### src/rtl/router_fifo.sv
// Per-destination output FIFO of the 1x3 router: stores bytes tagged with a header (lfd) flag and tracks remaining packet length on the read side.
// Optional sticky overflow/underflow flags are enabled by defining ROUTER_FIFO_ERR_EN.
module router_fifo #(
   parameter int unsigned DEPTH = 16,
   parameter int unsigned WIDTH = 8
) (
   input  logic             clock,
   input  logic             reset,
   input  logic             soft_reset,
   input  logic             write_enb,
   input  logic             lfd_state,
   input  logic [WIDTH-1:0] data_in,
   input  logic             read_enb,
   output logic [WIDTH-1:0] data_out,
   output logic             full,
   output logic             empty,
`ifdef ROUTER_FIFO_ERR_EN
   output logic             ovf_err,
   output logic             udf_err,
`endif
   output logic             pkt_active
);

   localparam int unsigned AW = $clog2(DEPTH);
   localparam int unsigned PW = AW + 1;
   localparam int unsigned CW = 7;

   logic [PW-1:0]    wptr_q, wptr_d;
   logic [PW-1:0]    rptr_q, rptr_d;
   logic [WIDTH-1:0] data_out_q, data_out_d;
   logic [CW-1:0]    pkt_cnt_q, pkt_cnt_d;
   logic [WIDTH:0]   mem_q [DEPTH];
   logic [WIDTH:0]   rd_entry_c;
   logic             wr_acc_c;
   logic             rd_acc_c;

   // Extra pointer MSB distinguishes full from empty when the indices match.
   assign empty      = (wptr_q == rptr_q);
   assign full       = (wptr_q[AW-1:0] == rptr_q[AW-1:0]) && (wptr_q[AW] != rptr_q[AW]);
   assign data_out   = data_out_q;
   assign pkt_active = (pkt_cnt_q != CW'(0));

   assign wr_acc_c   = write_enb && !full && !soft_reset && !reset;
   assign rd_acc_c   = read_enb && !empty && !soft_reset;
   assign rd_entry_c = mem_q[rptr_q[AW-1:0]];

   always_comb begin
      wptr_d     = wptr_q;
      rptr_d     = rptr_q;
      data_out_d = data_out_q;
      pkt_cnt_d  = pkt_cnt_q;
      if (soft_reset) begin
         wptr_d     = '0;
         rptr_d     = '0;
         data_out_d = '0;
         pkt_cnt_d  = '0;
      end else begin
         if (wr_acc_c) begin
            wptr_d = wptr_q + PW'(1);
         end
         if (rd_acc_c) begin
            rptr_d     = rptr_q + PW'(1);
            data_out_d = rd_entry_c[WIDTH-1:0];
            // Header loads payload length plus one parity byte.
            if (rd_entry_c[WIDTH]) begin
               pkt_cnt_d = CW'(rd_entry_c[WIDTH-1:2]) + CW'(1);
            end else if (pkt_cnt_q != CW'(0)) begin
               pkt_cnt_d = pkt_cnt_q - CW'(1);
            end
         end
      end
   end

   always_ff @(posedge clock) begin
      if (reset) begin
         wptr_q     <= '0;
         rptr_q     <= '0;
         data_out_q <= '0;
         pkt_cnt_q  <= '0;
      end else begin
         wptr_q     <= wptr_d;
         rptr_q     <= rptr_d;
         data_out_q <= data_out_d;
         pkt_cnt_q  <= pkt_cnt_d;
      end
   end

   // Storage has no reset; contents are only meaningful between the pointers.
   always_ff @(posedge clock) begin
      if (wr_acc_c) begin
         mem_q[wptr_q[AW-1:0]] <= {lfd_state, data_in};
      end
   end

`ifdef ROUTER_FIFO_ERR_EN
   logic ovf_q, ovf_d;
   logic udf_q, udf_d;

   assign ovf_err = ovf_q;
   assign udf_err = udf_q;

   always_comb begin
      ovf_d = ovf_q || (write_enb && full);
      udf_d = udf_q || (read_enb && empty);
      if (soft_reset) begin
         ovf_d = 1'b0;
         udf_d = 1'b0;
      end
   end

   always_ff @(posedge clock) begin
      if (reset) begin
         ovf_q <= 1'b0;
         udf_q <= 1'b0;
      end else begin
         ovf_q <= ovf_d;
         udf_q <= udf_d;
      end
   end
`endif

endmodule

### config.mk
export PLATFORM = sky130hd
export DESIGN_NAME = router_fifo
export DESIGN_NICKNAME = d
export VERILOG_FILES = /design/src/rtl/router_fifo.sv
export SDC_FILE = /design/constraint.sdc
export NUM_CORES = 1
export LEC_CHECK = 0
export ABC_AREA = 0
export CORE_AREA = 2 2 146 148
export DETAILED_ROUTE_END_ITERATION = 8
export DIE_AREA = 0 0 148 150
export GPL_ROUTABILITY_DRIVEN = 0
export PLACE_DENSITY = 0.62
export SLEW_MARGIN = 20
export SYNTH_ARGS = -nofsm -noshare
export SYNTH_HDL_FRONTEND = slang
export SYNTH_SLANG_ARGS = --single-unit
### constraint.sdc
create_clock -name clock -period 3 [get_ports clock]
set_input_delay 0.75 -clock clock [delete_from_list [all_inputs] [get_ports clock]]
set_output_delay 0.75 -clock clock [all_outputs]
set_load 0.02 [all_outputs]
==> summary.txt <==
Clocking
  • H-tree Lvls: 4
  • Cts bufs inserted: 17
  • Worst skew pair latency: 430 ps
  • Root buffer cell: clkbuf_16
  • Cts hold-fix bufs: 0
  • TritonCTS clock tree: yes
  • Clock Sinks: ~170
  • CTS clk-pin slew, worst paths: approximately 60 ps
  • Clk buf depth: 2

STA
  • Clock Skews: roughly 21 ps
  • Max-slew violations: 0
  • Worst slew pin tran: between 700 and 800 ps
  • Final min period: between 2000 and 3000 ps
  • Slew HR: 51.7%
  • Final setup violation count: 0
  • Worst hold slack: just over 500 ps
  • Fin crit share: about 95%
  • Final setup TNS: 0 ps
  • Final worst setup slack: 150 ps
  • Hold Vio Cnt, Final: 0
  • Max Fclk: roughly 350 MHz
  • Unrepaired setup endpoints after global routing: false

Placement
  • Place WS: ~240 ps
  • Detailed placement HPWL: slightly below 10000 um
  • Port Buffer Count: 24
  • Cell count after placement: ~720

Layout
  • Layout cells sized above 1: between 20% and 30%
  • Commonest cells after routing, fill and taps aside: edfxtp_1, nor2_1, mux4_2, buf_4
  • N_diodes: 0
  • Layout area overhead: 17.9%
  • Layout Cells excl Fill: about 760
  • Nets: slightly below 500
  • Commonest non-fill, non-tap cell in the layout: edfxtp_1

Floorplanning
  • Standard-cell row count: 53
  • Die footprint: approximately 0.022 sq mm
  • Ports: 25
  • Initial Utilization: approximately 34%
  • Core area: 0.0207 sq mm
  • Chip Width: approximately 150 um
  • Die H: 150 um

Synthesis
  • Largest cells by area after synthesis: edfxtp_1, mux4_2, dfxtp_1
  • Flops & latches, synth: around 170
  • Cell taking the most area after synthesis: edfxtp_1
  • Post-synthesis sequential area ratio: approximately 70%
  • Post-Syn Instances: 410
  • Post-Synthesis Mean Instance Area: approximately 17 sq um
  • Simple-Gate Fraction of Synth Area: ~5.7%
  • Mux share of post-synthesis cell area: 15.5%
  • Compound-Gate Fraction of Synth Area: around 3.7%
  • Main flop type after synthesis: edfxtp_1
  • Largest family of logic cells by synthesized area: multiplexers
  • Synth Area in Adders: between 1 and 1.5%
  • Netlist cell types: 46
  • Syn. warnings: 0
  • Post-synth ARST share: 0%
  • Syn Std Cell Area: 0.00709 sq mm
  • Synth Net Count: between 400 and 500
  • Xor/xnor share of the synthesized area: under 10%
  • Number of synthesized flops with an enable pin: 144
  • Share of the synthesized area in the top cell type: about three fifths

Critical path
  • Setup CP Type: flop to output pin
  • Max stage delay on crit path: slightly below 600 ps
  • CP max FO: 5
  • Slack of the worst reg-to-reg path: 280 ps
  • Endpoint class of the critical path: output pin
  • Max stage delay cell, worst path: nor4_1
  • Worst Path Arrival: between 2000 and 2500 ps
  • R2r worst-path depth: 6
  • Critical path buffer and inverter count: 1
  • Startpoint Class: flop
  • Delay-heaviest family, CP: simple AND/OR/NAND/NOR gates
  • Cell Chain, Critical Path: nor4_1 -> nand3_1 -> clkdlybuf4s50_1
  • Reg-to-reg endpoint: pkt_cnt_q[3]
  • CP Data Required Time: 2250 ps

Drt
  • Initial DRT Pass Iterations: 4
  • Wirelength per Cell: 19.0 um
  • Final ANT Viol Nets: 0
  • Initial DRC Count: about 320
  • Drt via density: around 5
  • Vias post-DR: roughly 3800
  • Final wirelength: roughly 14000 um
  • # DRC: 0

GRT
  • Grt ovf: 0
  • Number of global-route vias before repair: roughly 3900
  • Largest net degree at the start of global routing: 35
  • Global-route wire length before repair: roughly 23000 um
  • All-Layer GR Usage: between 10% and 20%
  • Initial antenna violation count: 0

Hold path
  • Hold WC Path Type: flop to flop
  • WHS Path Cells: 2
  • Hold endpoint: data_out[1]
  • Hold path start: data_out[1]

Pwr
  • P per Cell Area: between 500 and 600 mW/mm^2
  • Worst vdd ir: around 300 uV
  • Leakage: 0.00277 uW

Run status
  • Outcome: finished, final reports clean

Job
  • Max_cap viols: 0
[cell usage after synthesis (2+ instances only)]
library cell  number
a211oi_1           3
a21oi_1            4
a221oi_1           5
a22oi_1            2
a311oi_1           2
a31oi_1            5
and2_1             3
buf_2              6
buf_6              3
buf_8              3
clkbuf_1           3
dfxtp_1           29
edfxtp_1         144
ha_1               8
inv_1              8
mux2i_1           24
mux4_1             7
mux4_2            30
nand2_1           10
nand2b_1           3
nand3_1            9
nand4_1            5
nor2_1            39
nor3_1             7
nor4_1             3
o211ai_1           2
o21ai_0            7
o21ai_1            3
or3_1              3
xnor2_1            3
xor2_1            12
[layout make-up]
| type | instances | area [sq um] |
|---|---|---|
| clock buffer | 17 | 425 |
| clock inverter | 15 | 138 |
| fill | 1886 | 12300 |
| inverter | 9 | 35.0 |
| multi-input combinational | 210 | 2000 |
| sequential | 173 | 4910 |
| tap | 275 | 344 |
| timing repair buffer | 56 | 510 |
[stage by stage]
step	power, uW	util [%]	instance area (sq um)
finish	4840	40.4	8370
detailed placement	2830	37.7	7790
CTS	4900	40.4	8360
global placement	2830	37.7	7790
global route	5010	40.4	8370
floorplan	2750	-	7090
[worst max path at each step]
| stage | startpoint | to | slack (ps) | depth (start not counted) |
|---|---|---|---|---|
| final | pkt_cnt_q[2] | pkt_active | 150 | 3 |
| after global routing | pkt_cnt_q[2] | pkt_active | 40 | 3 |
| after CTS | wptr_q[2] | empty | 40 | 5 |
| after detailed placement | soft_reset | mem_q[3][7] | 240 | 7 |
| after global placement | soft_reset | mem_q[3][7] | 290 | 7 |
| after floorplan | soft_reset | mem_q[3][0] | 470 | 5 |
[report_power, final]
group | switching [uW] | total (uW) | internal (uW)
clock network | 913 | 2070 | 1150
registers | 6.96 | 2610 | 2610
logic | 94.4 | 162 | 67.8
[tightest hold or removal path, stage by stage, from the launching register on]
cell and delay (ps):
dfxtp_1 330, mux2i_1 70, nor2_1 70
[cells by family after synthesis]
kind of cell,after synthesis
AO/OA/AOI/OAI,39
XOR/XNOR,15
buffers and inverters,27
multiplexers,61
AND/OR/NAND/NOR,87
flip-flops,173
adder cells (fa/ha/maj),8
[metal layers]
layer  part of all wire [%]  track usage, %
met2                     50            22.2
met5                      0               0
met1                     44            18.0
met3                    5.8            3.41
met4                   0.65            5.76
[flip-flops by register name (all words and copies together), names as in the netlist, named ones only]
register / flops
rptr_q: 5
mem_q: 144
wptr_q: 5
data_out: 8
pkt_cnt_q: 7
[what timing repair did]
action | CTS | global route
setup buffers | 0 | 0
resized for setup | 1 | 5
endpoints found under the setup margin | 1 | 2
Note: power is estimated with default switching activity, not from simulation.
